$ cat config.mk
export PLATFORM = sky130hd
export DESIGN_NAME = serial_adder
export DESIGN_NICKNAME = d
export VERILOG_FILES = /design/src/rtl/serial_adder.sv
export SDC_FILE = /design/constraint.sdc
export NUM_CORES = 1
export LEC_CHECK = 0
export CAP_MARGIN = 20
export CORE_ASPECT_RATIO = 1.2
export CORE_UTILIZATION = 51
export CTS_BUF_LIST = sky130_fd_sc_hd__clkbuf_16
export CTS_CLUSTER_SIZE = 25
export DETAILED_ROUTE_END_ITERATION = 7
export GPL_ROUTABILITY_DRIVEN = 0
export HOLD_SLACK_MARGIN = 0.03
export PLACE_DENSITY_LB_ADDON = 0.25
export SYNTH_ARGS = -nofsm -noshare
export SYNTH_HDL_FRONTEND = slang
export SYNTH_SLANG_ARGS = --single-unit
$ cat constraint.sdc
create_clock -name clock -period 1.7 [get_ports clock]
set_input_delay 0.34 -clock clock [delete_from_list [all_inputs] [get_ports clock]]
set_output_delay 0.34 -clock clock [all_outputs]
set_load 0.005 [all_outputs]
$ cat src/rtl/serial_adder.sv
// Bit-serial adder/subtractor: one full-adder cell and a carry flop,
// operands consumed LSB first, one bit per clock, start/done handshake.
module serial_adder #(
  parameter int WIDTH = 8
) (
  input  logic             clock,
  input  logic             reset,
  input  logic             start,
  input  logic             op,
  input  logic [WIDTH-1:0] a,
  input  logic [WIDTH-1:0] b,
  input  logic             ci,
  output logic             busy,
  output logic             done,
  output logic [WIDTH-1:0] s,
  output logic             co,
  output logic             ovf
);

  localparam int CW = (WIDTH > 1) ? $clog2(WIDTH) : 1;
  localparam logic [CW-1:0] LAST = CW'(WIDTH - 1);

  typedef enum logic [1:0] {
    S_IDLE,
    S_RUN,
    S_DONE
  } state_t;

  state_t           r_state;
  state_t           w_next;
  logic [WIDTH-1:0] r_sa;
  logic [WIDTH-1:0] r_sb;
  logic [WIDTH-1:0] r_sum;
  logic [CW-1:0]    r_cnt;
  logic             r_carry;
  logic             r_am;
  logic             r_bm;
  logic [WIDTH-1:0] r_s;
  logic             r_co;
  logic             r_ovf;

  logic             w_accept;
  logic             w_run;
  logic             w_last;
  logic             w_bit;
  logic             w_cout;
  logic [WIDTH:0]   w_cat;
  logic [WIDTH-1:0] w_sum_next;

  assign w_run    = (r_state == S_RUN);
  assign w_accept = start && !w_run;
  assign w_last   = w_run && (r_cnt == LAST);

  assign w_bit  = r_sa[0] ^ r_sb[0] ^ r_carry;
  assign w_cout = (r_sa[0] & r_sb[0])
                | (r_sa[0] & r_carry)
                | (r_sb[0] & r_carry);

  // New bit enters at the MSB; after WIDTH steps the LSB lands at bit 0.
  assign w_cat      = {w_bit, r_sum};
  assign w_sum_next = w_cat[WIDTH:1];

  always_ff @(posedge clock) begin
    if (reset) r_state <= S_IDLE;
    else       r_state <= w_next;
  end

  always_comb begin
    w_next = r_state;
    unique case (r_state)
      S_IDLE:  if (start) w_next = S_RUN;
      S_RUN:   if (w_last) w_next = S_DONE;
      S_DONE:  w_next = start ? S_RUN : S_IDLE;
      default: w_next = S_IDLE;
    endcase
  end

  always_ff @(posedge clock) begin
    if (reset) begin
      r_sa    <= '0;
      r_sb    <= '0;
      r_sum   <= '0;
      r_cnt   <= '0;
      r_carry <= 1'b0;
      r_am    <= 1'b0;
      r_bm    <= 1'b0;
      r_s     <= '0;
      r_co    <= 1'b0;
      r_ovf   <= 1'b0;
    end else if (w_accept) begin
      r_sa    <= a;
      r_sb    <= op ? ~b : b;
      r_carry <= op ? 1'b1 : ci;
      r_sum   <= '0;
      r_cnt   <= '0;
      r_am    <= a[WIDTH-1];
      r_bm    <= op ? ~b[WIDTH-1] : b[WIDTH-1];
    end else if (w_run) begin
      r_sa    <= r_sa >> 1;
      r_sb    <= r_sb >> 1;
      r_carry <= w_cout;
      r_sum   <= w_sum_next;
      r_cnt   <= r_cnt + CW'(1);
      if (w_last) begin
        r_s   <= w_sum_next;
        r_co  <= w_cout;
        r_ovf <= (r_am == r_bm)
              && (w_sum_next[WIDTH-1] != r_am);
      end
    end
  end

  assign busy = w_run;
  assign done = (r_state == S_DONE);
  assign s    = r_s;
  assign co   = r_co;
  assign ovf  = r_ovf;

endmodule

==> impl_metrics.py, run 1 <==
metrics = {
    "worst_setup_path": {
        "critical_path.slowest_cell": "clkdlybuf4s50_1",
        "rr_worst_depth": 4,
        "cpPeakStageDelay_ns": 0.52,
        "reg2reg_slack_ns": 0.22,
        "crit_buf_inv": 1,
        "r2r_end": "ovf",
        "endpoint_kind": "output pin",
        "path_cells": "nor2b_1 -> clkdlybuf4s50_1",
        "cp.depth": 2,
        "cp_data_required_time_ns": 1.36,
        "crit_start": "r_state[1]",
        "crit_path_end": "done",
        "cp-start-kind": "flop",
        "cp_top_family": "buffers and inverters",
        "worstSetupPathType": "flop to output pin",
        "cp.arrival_ns": 1.27,
        "r2r_start": "r_sa[0]",
        "cp_max_fo": 3,
    },
    "synth": {
        "synth.avg_cell_area_sq_um": 9.27,
        "synth_area_leaders": "dfxtp_1 44%, nand2_1 6.9%, a21oi_1 5.7%",
        "synth_nets": 224,
        "synthDistinctLibCells": 35,
        "ys_ff_latch": 41,
        "seq_area_frac_synth": 0.443,
        "yosysTopAreaCell": "dfxtp_1",
        "synth_area_sq_um": 1850,
        "synth_top_area_share": 0.443,
        "async_flop_share": 0,
        "synth_warnings": 0,
        "synthCells": 200,
        "synth_edf_count": 0,
        "synthFlopType": "dfxtp_1",
    },
    "cts": {
        "clkTransAtPathRegs_ns": 0.05,
        "clkLatencyLatePin_ns": 0.28,
        "cts_max_level": 2,
        "clockBufferDepth": 2,
        "clock-sinks": 41,
        "numCtsBuffers": 5,
        "cts_tree": "built",
        "ctsHoldBuffers": 0,
        "cts_root_buf": "clkbuf_16",
    },
    "sta": {
        "fmax_mhz": 619,
        "setup_violations": 0,
        "rsz0062_at_grt": "no",
        "fin_setup_tns_ns": 0,
        "clock_skew_ns": 0.00527,
        "slew_headroom": 0.759,
        "final_hold_viol_count": 0,
        "setup_ws_ns": 0.0858,
        "fin_crit_sh": 0.950,
        "worst_pin_slew_ns": 0.362,
        "period_needed_ns": 1.61,
        "drv_slew": 0,
    },
    "placed_design": {
        "hpwlAfterDp_um": 2590,
        "place_ws_ns": 0.108,
        "portBuffers": 32,
        "dp.cells": 260,
    },
    "final_layout": {
        "layout_common_cells": "41 x dfxtp_1, 34 x nand2_1, 31 x clkdlybuf4s50_1",
        "antenna_cells": 0,
        "layout.cells.non_filler": 268,
        "layout_commonest_cell": "dfxtp_1",
        "drive_gt1_frac": 0.160,
        "area_growth_pct": 24.8,
        "nFillCells": 284,
        "final_core_util": 0.682,
        "nets": 256,
    },
    "routing": {
        "drtPass1Iterations": 6,
        "wire_per_inst_um": 13.3,
        "drc": 4,
        "viasPerCell": 5.48,
        "drt_iter0_markers": 50,
        "finalWirelength_um": 3570,
        "antenna_left": 0,
        "vias": 1468,
    },
    "floorplan": {
        "core_sq_um": 3400,
        "die_x_um": 57.0,
        "ioPinCount": 33,
        "dieArea_sq_um": 3880,
        "die_y_um": 68.1,
        "rows": 23,
        "initial_core_util": 0.546,
    },
    "run": {
        "drv_cap": 0,
    },
    "global_routing": {
        "grt_overflow": 0,
        "met1_usage": 0.194,
        "busiest_layer": "met2",
        "grt_pass1_vias": 1344,
        "grt_max_degree": 38,
        "grt_use_met3": 0.0510,
        "grt_pass1_wl_um": 5880,
        "track_usage": 0.204,
        "grt_util_met2": 0.406,
        "antenna_found_initial": 0,
    },
    "power": {
        "p_total_mw": 2.19,
        "power_leakage_nw": 0.882,
        "irDropWorstVdd_v": 0.000852,
        "power_density_nw_per_um2": 947,
    },
    "run_status": {
        "violations": "design-rule violations",
        "status": "complete, but fails checks",
    },
    "worst_hold_path": {
        "whs_path_depth": 2,
        "hp-class": "flop to flop",
    },
}
cells by family (layout without fill, tap and decap cells):
| family | Yosys count | count (layout) | share of synthesized area |
|---|---|---|---|
| xor gates and xnor gates | 9 | 9 | 0.0425 |
| and+or+nand+nor | 71 | 71 | 0.167 |
| DFF | 41 | 41 | 0.443 |
| AOI/OAI and AO/OA | 48 | 48 | 0.202 |
| muxes | 9 | 9 | 0.0486 |
| buffers and inverters | 19 | 50 | 0.0729 |
| adders and majority gates | 3 | 3 | 0.0243 |
power by group:
| part | internal [mW] | leakage, nW | switching, mW |
|---|---|---|---|
| registers | 1.01 | 0.335 | 0.0292 |
| logic | 0.151 | 0.481 | 0.149 |
| clock network | 0.523 | 0.0655 | 0.333 |
| total | 1.68 | 0.882 | 0.511 |
stage by stage:
stage	hold slack, ns	instance area (sq um)
CTS	0.462	2300
finish	0.461	2310
global placement	0.440	2170
global route	0.480	2310
floorplan	0.416	1850
detailed placement	0.455	2170
worst register-to-register path: stages, from the launching register on:
cell and delay (ns):
dfxtp_1 0.34, fa_1 0.60, and3b_1 0.20, nor3_1 0.17
nor3_1 0.07
cell type report:
type / count / area [sq um] / area share
clock inverter: 1 / 5.00 / 0.00216
multi-input combinational: 140 / 898 / 0.388
timing repair buffer: 42 / 410 / 0.177
tap: 37 / 46.3 / 0.0200
sequential: 41 / 821 / 0.355
inverter: 2 / 8.76 / 0.00378
clock buffer: 5 / 125 / 0.0541
cell usage after synthesis (all sizes together), types with 2 or more instances:
library cell / instances
xnor2: 9
ha: 2
mux2i: 9
nor2: 19
buf: 15
a211oi: 7
clkbuf: 2
a211o: 7
nor3: 3
a21oi: 28
dfxtp: 41
nand2: 34
nand3: 9
timing repair:
item	4_1_cts	5_1_grt
endpoints found under the setup margin	0	2
setup buffers	0	2
resized for setup	0	1
worst min path at each step:
stage / end / startpoint / slack [ns]
global placement: s[3] / s[3] / 0.44
CTS: s[5] / s[5] / 0.46
detailed placement: s[5] / s[5] / 0.45
finish: s[0] / s[0] / 0.46
global route: r_cnt[2] / r_cnt[2] / 0.48
floorplan: r_sb[7] / reset / 0.42
metal layers:
metal	routed length [um]	vias to the layer above	part of all wire
li1	-	746	-
met1	1430	686	0.40
met2	1930	30	0.54
met3	131	6	0.037
met4	76	0	0.021
met5	0	-	0
registers in the layout (all words and copies together), names as in the netlist:
signal / count
r_am: 1
r_sb: 8
ovf: 1
r_carry: 1
r_cnt: 3
r_sa: 8
co: 1
r_state: 2
r_sum: 7
s: 8
r_bm: 1
(Power assumes the default switching activity.)
==> inputs of run 2 (changes only) <==
--- a/config.mk
+++ b/config.mk
@@ -7,7 +7,7 @@
 export LEC_CHECK = 0
 export CAP_MARGIN = 20
 export CORE_ASPECT_RATIO = 1.2
-export CORE_UTILIZATION = 51
+export CORE_UTILIZATION = 50
 export CTS_BUF_LIST = sky130_fd_sc_hd__clkbuf_16
 export CTS_CLUSTER_SIZE = 25
 export DETAILED_ROUTE_END_ITERATION = 7
==> impl_metrics.py, run 2 (same netlist as run 1, synthesis figures left out) <==
metrics = {
    "placed_design": {
        "hpwlAfterDp_um": 2660,
        "portBuffers": 32,
        "post_dp_cell_area_sq_um": 2180,
        "place_ws_ns": 0.0783,
        "dp.cells": 262,
    },
    "floorplan": {
        "die_y_um": 68.7,
        "dieArea_sq_um": 3960,
        "initial_core_util": 0.537,
        "ioPinCount": 33,
        "rows": 23,
        "core_sq_um": 3450,
        "die_x_um": 57.6,
    },
    "global_routing": {
        "grt_pass1_vias": 1470,
        "grt_overflow": 0,
        "grt_pass1_wl_um": 6260,
        "track_usage": 0.213,
        "grt_max_degree": 38,
        "antenna_found_initial": 0,
    },
    "power": {
        "switchingPower_mw": 0.542,
        "clock_power_share": 0.471,
        "power_density_nw_per_um2": 1070,
        "switching_share": 0.213,
        "power_frac_seq": 0.408,
        "power_leakage_nw": 0.899,
        "p_total_mw": 2.54,
        "p_int_mw": 2.00,
        "p_comb_frac": 0.121,
        "irDropWorstVdd_v": 0.000556,
    },
    "sta": {
        "whs_ns": 0.458,
        "period_needed_ns": 1.64,
        "setup_ws_ns": 0.0612,
        "worst_pin_slew_ns": 0.458,
        "fmax_mhz": 610,
        "clock_skew_ns": 0.00489,
        "fin_setup_tns_ns": 0,
        "fin_crit_sh": 0.964,
        "slew_headroom": 0.694,
        "setup_violations": 0,
        "final_hold_viol_count": 0,
        "rsz0062_at_grt": "no",
        "drv_slew": 0,
    },
    "cts": {
        "clkLatencyLatePin_ns": 0.28,
        "ctsHoldBuffers": 0,
        "clockBufferDepth": 2,
        "numCtsBuffers": 5,
        "cts_root_buf": "clkbuf_16",
        "clock-sinks": 41,
        "cts_tree": "built",
        "clkTransAtPathRegs_ns": 0.06,
        "cts_resized": 0,
        "cts_setup_buffers": 0,
        "cts_max_level": 2,
    },
    "worst_hold_path": {
        "holdPathEnd": "r_cnt[2]",
        "whs_path_depth": 2,
        "min_from": "r_cnt[2]",
        "hp-class": "flop to flop",
    },
    "worst_setup_path": {
        "r2r_end": "ovf",
        "cp_data_required_time_ns": 1.36,
        "endpoint_kind": "output pin",
        "crit_start": "r_state[1]",
        "cp.arrival_ns": 1.30,
        "r2r_start": "r_cnt[0]",
        "cpPeakStageDelay_ns": 0.52,
        "cp-start-kind": "flop",
        "path_cells": "nor2b_1 -> clkdlybuf4s50_1",
        "cp_max_fo": 3,
        "worstSetupPathType": "flop to output pin",
        "critical_path.slowest_cell": "clkdlybuf4s50_1",
        "reg2reg_slack_ns": 0.19,
        "rr_worst_depth": 5,
    },
    "routing": {
        "vias": 1482,
        "antenna_left": 0,
        "drtPass1Iterations": 8,
        "viasPerCell": 5.49,
        "finalWirelength_um": 3690,
        "wire_per_inst_um": 13.7,
        "drt_iter0_markers": 66,
        "drc": 1,
    },
    "final_layout": {
        "nets": 256,
        "final_core_util": 0.689,
        "fin_area_sq_um": 2380,
        "layout.cells.non_filler": 270,
        "area_growth_pct": 28.3,
        "layout_common_cells": "40 x dfxtp_1, 34 x nand2_1, 32 x clkdlybuf4s50_1",
        "drive_gt1_frac": 0.172,
        "antenna_cells": 0,
        "layout_commonest_cell": "dfxtp_1",
    },
    "run_status": {
        "status": "complete, but fails checks",
        "violations": "design-rule violations",
    },
    "run": {
        "drv_cap": 0,
    },
}
[run 2: changes by cell type in the layout (fill, tap and decap cells not counted), sizes merged]
cell / change
bufinv: +2
clkdlybuf4s50: +1
dlymetal6s2s: -1
[run 2: layer usage]
metal  global-route usage  vias to the layer above  wire (um)
met4                0.107                        0         88
met1                0.211                      693       1460
met2                0.410                       33       2020
met3               0.0560                       10        115
li1                     -                      746          -
met5                    0                        -          0
[run 2: power by group through the flow]
| stage | logic, mW | clock network [mW] | registers [mW] |
|---|---|---|---|
| 6_report | 0.308 | 1.20 | 1.04 |
| 5_1_grt | 0.340 | 1.26 | 1.04 |
| 4_1_cts | 0.310 | 1.22 | 1.04 |
| 3_5_place_dp | 0.310 | 0 | 1.06 |
| 3_3_place_gp | 0.299 | 0 | 1.05 |
| 2_1_floorplan | 0.232 | 0 | 1.05 |
[run 2: worst max path at each step]
stage / endpoint / slack [ns]
2_1_floorplan: ovf / 0.32
3_3_place_gp: r_carry / 0.1
3_5_place_dp: r_sb[5] / 0.08
4_1_cts: busy / 0.005
5_1_grt: done / 0.03
6_report: done / 0.06
[run 2: layout make-up]
type	instances	area, sq um
clock inverter	3	65.1
inverter	2	8.76
clock buffer	5	125
tap	37	46.3
sequential	41	822
multi-input combinational	140	903
timing repair buffer	42	408
fill	282	1070
[run 2: worst max-delay path: cells and delay by family, from the launching register on]
kind / cells / cell delay, ns
buf+inv: 1 / 0.52
flops: 1 / 0.35
simple gates: 1 / 0.15
